### src/rtl/ysyx_23060075_mem_arbiter.sv
// ysyx_23060075_mem_arbiter
// Shares the single data-memory port between the IFU (read-only) and the LSU
// (read/write). Only one transaction is in flight at a time:
// IDLE -> REQ -> WAIT -> RESP -> IDLE.
//
// Ports
//   clk, rst_n                  clock, asynchronous active-low reset
//   ifu_req_*/ifu_addr          IFU request channel (valid/ready)
//   ifu_resp_*/ifu_rdata        IFU response channel (valid/ready)
//   lsu_req_*/lsu_addr/wen/wdata/mask  LSU request channel (valid/ready)
//   lsu_resp_*/lsu_rdata        LSU response channel (lsu_rdata is 0 for writes)
//   mem_req_*/mem_addr/wdata/mask/wen  registered request to memory
//   mem_resp_*/mem_rdata        memory response channel
//
// Optional feature
//   YSYX_23060075_ARB_RR_EN  defined: round-robin tie-break (last_grant register)
//                            undefined: fixed priority, LSU wins ties
//
// Timing notes
//   Every output is a function of registered state only, except
//   ifu/lsu_req_ready, which also depend on the two req_valid inputs.
//   mem_resp_valid is ignored outside WAIT.
module ysyx_23060075_mem_arbiter #(
  parameter int ADDR_WIDTH = 32,
  parameter int DATA_WIDTH = 32,
  parameter int MASK_WIDTH = DATA_WIDTH / 8
) (
  input  logic                  clk,
  input  logic                  rst_n,
  // IFU
  input  logic                  ifu_req_valid,
  output logic                  ifu_req_ready,
  input  logic [ADDR_WIDTH-1:0] ifu_addr,
  output logic                  ifu_resp_valid,
  input  logic                  ifu_resp_ready,
  output logic [DATA_WIDTH-1:0] ifu_rdata,
  // LSU
  input  logic                  lsu_req_valid,
  output logic                  lsu_req_ready,
  input  logic [ADDR_WIDTH-1:0] lsu_addr,
  input  logic                  lsu_wen,
  input  logic [DATA_WIDTH-1:0] lsu_wdata,
  input  logic [MASK_WIDTH-1:0] lsu_mask,
  output logic                  lsu_resp_valid,
  input  logic                  lsu_resp_ready,
  output logic [DATA_WIDTH-1:0] lsu_rdata,
  // memory
  output logic                  mem_req_valid,
  input  logic                  mem_req_ready,
  output logic [ADDR_WIDTH-1:0] mem_addr,
  output logic [DATA_WIDTH-1:0] mem_wdata,
  output logic [MASK_WIDTH-1:0] mem_mask,
  output logic                  mem_wen,
  input  logic                  mem_resp_valid,
  output logic                  mem_resp_ready,
  input  logic [DATA_WIDTH-1:0] mem_rdata
);

  typedef enum logic [1:0] {S_IDLE, S_REQ, S_WAIT, S_RESP} state_t;

  typedef struct packed {
    logic [ADDR_WIDTH-1:0] addr;
    logic [DATA_WIDTH-1:0] wdata;
    logic [MASK_WIDTH-1:0] mask;
    logic                  wen;
  } req_t;

  state_t                state, state_nxt;
  logic                  owner;      // 0 = IFU, 1 = LSU
  req_t                  req_q;
  logic [DATA_WIDTH-1:0] rdata_q;
  logic                  grant_lsu, grant_ifu, accept;

  // ---------------------------------------------------------------------------
  // Arbitration
  // ---------------------------------------------------------------------------
`ifdef YSYX_23060075_ARB_RR_EN
  logic last_grant;  // 0 = IFU, 1 = LSU; reset to IFU so LSU wins the first tie

  // LSU wins unless it competes with the IFU and was the last one served.
  assign grant_lsu = lsu_req_valid & (~ifu_req_valid | ~last_grant);

  always_ff @(posedge clk or negedge rst_n) begin
    if (!rst_n)      last_grant <= 1'b0;
    else if (accept) last_grant <= grant_lsu;
  end
`else
  assign grant_lsu = lsu_req_valid;
`endif

  assign grant_ifu = ifu_req_valid & ~grant_lsu;
  assign accept    = (state == S_IDLE) & (ifu_req_valid | lsu_req_valid);

  // ---------------------------------------------------------------------------
  // FSM: state register
  // ---------------------------------------------------------------------------
  always_ff @(posedge clk or negedge rst_n) begin
    if (!rst_n) state <= S_IDLE;
    else        state <= state_nxt;
  end

  // FSM: next state
  always_comb begin
    state_nxt = state;
    unique case (state)
      S_IDLE: if (accept)         state_nxt = S_REQ;
      S_REQ:  if (mem_req_ready)  state_nxt = S_WAIT;
      S_WAIT: if (mem_resp_valid) state_nxt = S_RESP;
      S_RESP: if (owner ? lsu_resp_ready : ifu_resp_ready) state_nxt = S_IDLE;
      default:                    state_nxt = S_IDLE;
    endcase
  end

  // FSM: outputs
  always_comb begin
    ifu_req_ready  = 1'b0;
    lsu_req_ready  = 1'b0;
    mem_req_valid  = 1'b0;
    mem_resp_ready = 1'b0;
    ifu_resp_valid = 1'b0;
    lsu_resp_valid = 1'b0;
    unique case (state)
      S_IDLE: begin
        ifu_req_ready = grant_ifu;
        lsu_req_ready = grant_lsu;
      end
      S_REQ:  mem_req_valid  = 1'b1;
      S_WAIT: mem_resp_ready = 1'b1;
      S_RESP: begin
        ifu_resp_valid = ~owner;
        lsu_resp_valid = owner;
      end
      default: ;
    endcase
  end

  // ---------------------------------------------------------------------------
  // Datapath: request fields latched only on accept, response only in WAIT
  // ---------------------------------------------------------------------------
  always_ff @(posedge clk or negedge rst_n) begin
    if (!rst_n) begin
      owner   <= 1'b0;
      req_q   <= '0;
      rdata_q <= '0;
    end else begin
      if (accept) begin
        owner <= grant_lsu;
        if (grant_lsu) begin
          req_q.addr  <= lsu_addr;
          req_q.wdata <= lsu_wdata;
          req_q.mask  <= lsu_mask;
          req_q.wen   <= lsu_wen;
        end else begin
          // IFU fetches are always full-width reads.
          req_q.addr  <= ifu_addr;
          req_q.wdata <= '0;
          req_q.mask  <= '1;
          req_q.wen   <= 1'b0;
        end
      end
      if (state == S_WAIT && mem_resp_valid)
        rdata_q <= req_q.wen ? '0 : mem_rdata;
    end
  end

  assign mem_addr  = req_q.addr;
  assign mem_wdata = req_q.wdata;
  assign mem_mask  = req_q.mask;
  assign mem_wen   = req_q.wen;
  assign ifu_rdata = rdata_q;
  assign lsu_rdata = rdata_q;

endmodule

### config.mk
export PLATFORM = sky130hd
export DESIGN_NAME = ysyx_23060075_mem_arbiter
export DESIGN_NICKNAME = d
export VERILOG_FILES = /design/src/rtl/ysyx_23060075_mem_arbiter.sv
export SDC_FILE = /design/constraint.sdc
export NUM_CORES = 1
export LEC_CHECK = 0
export ABC_AREA = 1
export BUFFER_PORTS_ARGS = -buffer_cell sky130_fd_sc_hd__buf_2
export CELL_PAD_IN_SITES_DETAIL_PLACEMENT = 0
export CELL_PAD_IN_SITES_GLOBAL_PLACEMENT = 1
export CORE_ASPECT_RATIO = 0.8
export CORE_MARGIN = 2
export CORE_UTILIZATION = 27
export DETAILED_ROUTE_END_ITERATION = 10
export PLACE_DENSITY_LB_ADDON = 0.05
export SYNTH_ARGS = -nofsm -noshare
export SYNTH_HDL_FRONTEND = slang
export SYNTH_SLANG_ARGS = --single-unit
### constraint.sdc
create_clock -name clk -period 1.4 [get_ports clk]
set_clock_uncertainty 0.15 [all_clocks]
set_input_delay 0.07 -clock clk [delete_from_list [all_inputs] [get_ports clk]]
set_output_delay 0.07 -clock clk [all_outputs]
set_load 0.02 [all_outputs]
# Word-level counts from Yosys, hierarchy flattened
# Index checks and enable logic that the tools add are counted.
# classes
eq_ne,7
n_bitwise,5
n_reduce_logical,3
mux,14
# ops
operator,count
$mux W69,1
$mux W32,1
$mux W2,4
$ne A2 B2 Y1 const B,4
$pmux W2 S4,1
$mux W1,7
$eq A2 B2 Y1 const B,2
$reduce_and A4 Y1,1
$and A1 B1 Y1,2
$eq A2 B1 Y1 const B,1
$logic_not A2 Y1,1
$not A1 Y1,2
$logic_and A1 B1 Y1,1
$or A1 B1 Y1,1
# totals
in_bits,141
elab_cells,36
ff_bits,104
output_inout_bits,139

# Logic depth before layout (Yosys ltp)
# Gate-level depths: netlist of the first run.
# logic_depth
word_depth,4
mapped_depth,8
mapped_depth_nobuf,8

# Least setup slack after synthesis of the first run
# OpenSTA, ideal clock, no wires.
# synth_path
kind,register -> register
from,register state[0]
to,register rdata_q[23] (netlist: ifu_rdata[23])
arrival_ns,1.344
slack_ns,-0.228
stages_incl_launch_ff,7
period_less_slack_ns,1.628
n_path_buf,1
required_time_ns,1.116
setup_time_ns,0.134
path_cell_list,dfrtp_1 > inv_1 > ha_1 > nand2_1 > clkbuf_1 > nand2_1 > o21ai_0
# synth_via
elab_chain_cells,2
# synth_lines
item,line_no,source
"start, declared",68,"state_t state, state_nxt;"
"start signal, assigned",99,else state <= state_nxt;
$eq A2 B2 Y1,161,if (state == S_WAIT && mem_resp_valid)
$logic_and A1 B1 Y1,161,
"end signal, assigned",162,rdata_q <= req_q.wen ? '0 : mem_rdata;
"end, declared",71,logic [DATA_WIDTH-1:0] rdata_q;
# Every way passes these cells.
# A chain may end at the register's enable or synchronous reset.

# Worst setup path in the final report of the first run
# layout_path
from,register state[0]
to,output port lsu_req_ready
# layout_via
elab_chain_cells,2
# layout_lines
item,line_no,source
$logic_not A2 Y1,122,unique case (state)
$mux W1,122,
"end, declared",39,"output logic lsu_req_ready,"
# Every way passes these cells.

==> run_results.csv, run 1 <==
group,metric,value,unit
cts,clockBufferDepth,2,
cts,cts_tree,"yes",
timing,fmax,621,MHz
grt,grt_pass1_wl,25300,µm
power,intPower,9810,µW
synthesis,yosysSeqAreaShare,57.5,%
synthesis,yosys_warnings,0,
placement,dp_hpwl,10500,µm
critical_path,worstSetupEndpointType,"output pin",
grt,grt_overflow,0,
die,fp.coreArea,0.0164,mm²
critical_path,rr_worst_depth,7,
timing,setup_ws,-0.211,ns
power,pwr-share-seq,30.2,%
layout,drive_above_1_share,47.0,%
critical_path,crit_fanout,3,
outcome,violations,"negative setup slack",
timing,finalMaxSlewViolations,0,
synthesis,synthFlopType,"dfrtp_1",
synthesis,yosysTopAreaCellShare,57.5,%
critical_path,r2r_end,"mem_wdata[16]$_DFFE_PN0P_",
worst_hold_path,hp-class,"in2reg",
timing,rsz0062_at_grt,"true",
die,start_util,27.5,%
flow_run,cap_viol_max_count,0,
timing,fin_crit_sh,115,%
layout,syn_to_final_growth,88.4,%
timing,setup_violations,110,
synthesis,syn_inst,470,
cts,numCtsBuffers,9,
synthesis,yosysUniqueCellTypes,19,
die,die-height,120,µm
timing,finalCriticalPeriod,1.61,ns
timing,tightest_slew,0.403,ns
detailed_routing,routed_via_density,4.41,
cts,cts_root_buf,"clkbuf_16",
timing,max-slew-margin-rel,73.1,%
cts,htreeDepth,3,
critical_path,start_kind,"flop",
critical_path,path_class,"reg2out",
cts,clk_latency,0.35,ns
critical_path,critPathRequiredTime,1.18,ns
layout,fin_cells,1106,
power,p_per_area,2050,mW/mm²
die,dieArea,0.0178,mm²
placement,io_buffers,279,
power,p_switching,7650,µW
power,switching_share,43.8,%
grt,grt_antenna_before_repair,1,
layout,nets,1027,
synthesis,syn_nets,616,
detailed_routing,initialDrtViolationCount,187,
critical_path,regToRegSetupSlack,-0.14,ns
critical_path,r2r-start,"state[1]$_DFFE_PN0P_",
timing,hold_violations,0,
cts,cts_sinks,104,
synthesis,synth_edf_count,0,
synthesis,ys_top_cells_by_area,"dfrtp_1 58%, nand2_1 12%, a22o_1 6.2%",
placement,place_inst,933,
synthesis,ys_ff_latch,104,
grt,grt_max_degree,33,
die,rows,42,
die,io_pins,280,
cts,clk_pin_slew,0.07,ns
detailed_routing,ant_nets,0,
synthesis,netlist_area,0.00452,mm²
critical_path,startpoint,"state[0]$_DFFE_PN0P_",
timing,hold_slack,0.0221,ns
synthesis,async_flop_share,100,%
layout,antenna_cells,0,
critical_path,worstPathArrival,1.39,ns
synthesis,synth_area_per_cell,9.62,µm²
critical_path,cp-endpoint,"lsu_req_ready",
die,die_w,149,µm
detailed_routing,drc_errors,0,
synthesis,synth_common_cells,"141 x nand2_1, 104 x dfrtp_1, 37 x buf_4",
outcome,status,"finished, violations left",
power,p_leak,0.00436,µW
grt,grt_pass1_vias,4900,
detailed_routing,routed_wl,16600,µm
placement,gp_congestion,0.750,
synthesis,yosysMostFrequentCell,"nand2_1",
detailed_routing,vias,4874,
synthesis,synth_top_area_cell,"dfrtp_1",
power,p_clk_share,15.0,%
detailed_routing,wl_per_cell,15.0,µm
power,vdd_drop_max,0.000948,V
grt,globalRouteTotalUtil,18.2,%
power,pwr-share-comb,54.8,%
detailed_routing,dr.pass1.iters,4,
[cell usage in the layout (no fill, tap or decap), drive strengths merged, types with 4 or more instances in the layout]
master,netlist,layout
a22o,32,32
a31oi,32,32
buf,53,320
clkbuf,8,12
dfrtp,104,104
dlygate4sd3,0,136
ha,5,5
inv,13,17
nand2,144,145
nand3,4,4
nor2,36,36
o21ai,34,34
o22a,4,4
[critical path, stage by stage, from the launching register on]
cell and delay [ns]:
dfrtp_1 0.40, inv_2 0.09, ha_4 0.17, nand2_4 0.08
inv_6 0.08, buf_12 0.12, buf_8 0.10
[cells by family after synthesis]
logic type / after synthesis / share of synthesized area (%)
buffers and inverters: 74 / 10.0
flip-flops: 104 / 57.5
AO/OA/AOI/OAI: 102 / 15.2
AND/OR/NAND/NOR: 185 / 15.9
adder cells (fa/ha/maj): 5 / 1.38
[flip-flops by register name (all words and copies together) (netlist names)]
| signal | cells |
|---|---|
| mem_addr | 32 |
| mem_wen | 1 |
| state | 2 |
| ifu_rdata | 32 |
| owner | 1 |
| mem_mask | 4 |
| mem_wdata | 32 |
[cell type report]
cell class / instances / area, µm²
Clock buffer: 9 / 225
Clock inverter: 7 / 75.1
Fill cell: 1510 / 7930
Inverter: 13 / 58.8
Multi-Input combinational cell: 293 / 1850
Sequential cell: 104 / 2600
Tap cell: 220 / 275
Timing Repair Buffer: 460 / 3440
[worst min-delay path by stage]
stage          slack [ns]     startpoint                        end  cells after the start
6_report             0.02  mem_req_ready       state[0]$_DFFE_PN0P_                      7
3_3_place_gp        -0.12          rst_n  ifu_rdata[25]$_DFFE_PN0P_                      1
4_1_cts              0.02  mem_req_ready       state[0]$_DFFE_PN0P_                      7
5_1_grt              0.05          rst_n  ifu_rdata[25]$_DFFE_PN0P_                      2
3_5_place_dp        -0.12          rst_n  ifu_rdata[25]$_DFFE_PN0P_                      1
2_1_floorplan       -0.38          rst_n   ifu_rdata[0]$_DFFE_PN0P_                      0
[routing by layer]
metal	wire length (µm)	GRT usage (%)	up-vias
li1	-	-	2363
met1	6940	21.9	2306
met2	8260	31.6	184
met3	1140	4.90	19
met4	276	5.77	2
met5	13	0	-
[per-stage QoR]
stage / power [µW] / utilization [%] / TNS [ns] / instance area, µm² / setup slack (ns)
floorplan: 10400 / - / -1.74 / 4570 / -0.0586
global placement: 12900 / 37.4 / -2.65 / 6150 / -0.0818
detailed placement: 13000 / 37.4 / -4.46 / 6150 / -0.127
CTS: 17000 / 50.1 / -12.94 / 8250 / -0.233
global route: 18600 / 51.8 / -18.79 / 8520 / -0.286
finish: 17500 / 51.8 / -10.55 / 8520 / -0.211
[power by group through the flow]
| stage | logic [µW] | registers, µW | clock network, µW |
|---|---|---|---|
| floorplan | 3760 | 6670 | 0 |
| global placement | 7740 | 5150 | 0 |
| detailed placement | 7820 | 5150 | 0 |
| CTS | 9130 | 5130 | 2710 |
| global route | 10300 | 5450 | 2840 |
| finish | 9570 | 5270 | 2620 |
[what timing repair did]
item	CTS	global route
resized for setup	72	93
setup endpoints to repair	90	110
pin swaps	8	26
hold endpoints to repair	207	0
hold buffers	136	0
gates cloned	7	5
setup buffers	13	7
Note: power is estimated with default switching activity, not from simulation.
==> run 2, diff against run 1 <==
- CELL_PAD_IN_SITES_DETAIL_PLACEMENT: 0 -> 1
- PLACE_DENSITY_LB_ADDON: 0.05 -> 0.1
==> run_results.csv, run 2 (same netlist as run 1, synthesis figures left out) <==
group,metric,value,unit
outcome,status,"finished, violations left",
outcome,violations,"negative setup slack",
layout,drive_above_1_share,41.3,%
critical_path,startpoint,"state[0]$_DFFE_PN0P_",
critical_path,critPathRequiredTime,1.48,ns
power,p_leak,0.00421,µW
grt,grt_pass1_wl,27500,µm
die,io_pins,280,
detailed_routing,initialDrtViolationCount,156,
layout,seqCellArea,0.00260,mm²
timing,fin_crit_sh,113,%
detailed_routing,routed_wl,18000,µm
placement,dp_hpwl,11300,µm
critical_path,r2r-start,"state[0]$_DFFE_PN0P_",
die,start_util,27.5,%
layout,final_common_cell,"buf_2",
layout,antenna_cells,0,
placement,io_buffers,279,
cts,cts_root_buf,"clkbuf_16",
grt,grt_overflow,0,
power,finalPower,16600,µW
critical_path,regToRegSetupSlack,-0.19,ns
cts,cts_sinks,104,
die,fp.coreArea,0.0164,mm²
cts,numCtsBuffers,9,
critical_path,path_class,"reg2reg",
critical_path,crit_fanout,11,
cts,htreeDepth,3,
grt,grt_max_degree,46,
grt,grt_pass1_vias,5245,
timing,setup_violations,109,
cts,cts_tree,"yes",
timing,finalCriticalPeriod,1.59,ns
power,vdd_drop_max,0.000730,V
timing,hold_violations,0,
detailed_routing,drc_errors,0,
detailed_routing,vias,4918,
timing,max-slew-margin-rel,70.1,%
critical_path,worstPathArrival,1.67,ns
power,p_per_area,2040,mW/mm²
timing,rsz0062_at_grt,"true",
timing,finalMaxSlewViolations,0,
timing,tightest_slew,0.449,ns
critical_path,start_kind,"flop",
cts,clockBufferDepth,2,
cts,clk_latency,0.34,ns
critical_path,worstSetupEndpointType,"flop",
layout,nFillCells,1885,
layout,multi_input_area,0.00161,mm²
layout,final_cell_mix,"272 x buf_2, 137 x dlygate4sd3_1, 132 x nand2_1",
die,dieArea,0.0178,mm²
timing,tns,-11.09,ns
placement,dp_slack,-0.167,ns
grt,globalRouteTotalUtil,19.7,%
detailed_routing,routed_via_density,4.49,
placement,gp_congestion,0.765,
layout,fin_cells,1095,
die,rows,42,
cts,clk_pin_slew,0.07,ns
layout,syn_to_final_growth,79.9,%
timing,setup_ws,-0.187,ns
flow_run,cap_viol_max_count,0,
die,die_w,149,µm
placement,place_inst,932,
detailed_routing,dr.pass1.iters,4,
worst_hold_path,hp-class,"in2async",
die,die-height,120,µm
layout,nets,1016,
detailed_routing,wl_per_cell,16.5,µm
timing,fmax,630,MHz
grt,grt_antenna_before_repair,0,
detailed_routing,ant_nets,0,
[run 2: cell count changes in the layout (fill, tap and decap cells not counted), sizes merged]
cell,before,now
buf,320,309
bufinv,1,0
clkbuf,12,16
clkinvlp,0,1
dlygate4sd3,136,137
inv,17,13
nand2,145,144
[run 2: worst paths after layout]
kind                                             endpoint  depth (start not counted)
worst max-delay path             ifu_rdata[9]$_DFFE_PN0P_                          8
worst min-delay path            ifu_rdata[17]$_DFFE_PN0P_                          2
worst max register to register   ifu_rdata[9]$_DFFE_PN0P_                          8
worst min register to register   mem_wdata[0]$_DFFE_PN0P_                          1
max in group asynchronous        mem_addr[14]$_DFFE_PN0P_                          3
min in group clk                     state[1]$_DFFE_PN0P_                          5
[run 2: power by group]
part | switching [µW] | total [µW] | leakage [µW] | internal [µW]
Clock | 1140 | 2500 | 0.000142 | 1360
Sequential | 851 | 5180 | 0.00127 | 4330
Combinational | 5320 | 8940 | 0.00280 | 3610
Total | 7320 | 16600 | 0.00421 | 9300
[run 2: what timing repair did]
action / CTS / global route
hold buffers: 137 / 0
setup buffers: 5 / 0
setup endpoints to repair: 106 / 110
gates cloned: 2 / 4
hold endpoints to repair: 205 / 0
pin swaps: 8 / 11
gates resized for setup: 60 / 20
[run 2: stage by stage]
stage          cell area, µm²  util (%)  hold WS [ns]
2_1_floorplan            4570         -        -0.376
3_3_place_gp             6140      37.3        -0.116
3_5_place_dp             6140      37.3       -0.0988
4_1_cts                  8000      48.6        0.0325
5_1_grt                  8140      49.5        0.0788
6_report                 8140      49.5        0.0539
[run 2: worst max-delay path, stage by stage, from the launching register on]
cell and delay, ns:
dfrtp_1 0.39, inv_2 0.08, buf_4 0.12, buf_12 0.09
ha_4 0.20, nand2_8 0.11, clkbuf_16 0.19, nand2_1 0.06
o21ai_1 0.07
[run 2: per-layer routing]
metal | track usage (%) | vias up | wire length (µm)
met4 | 4.58 | 0 | 269
li1 | - | 2338 | -
met3 | 6.12 | 23 | 1340
met1 | 24.1 | 2362 | 7410
met5 | 0 | - | 0
met2 | 34.0 | 195 | 9010
[run 2: final cells by class]
type	instances	area share, %
Clock inverter	3	0.308
Tap cell	220	3.38
Clock buffer	13	3.32
Sequential cell	104	32.0
Timing Repair Buffer	450	40.5
Multi-Input combinational cell	292	19.8
Inverter	13	0.692
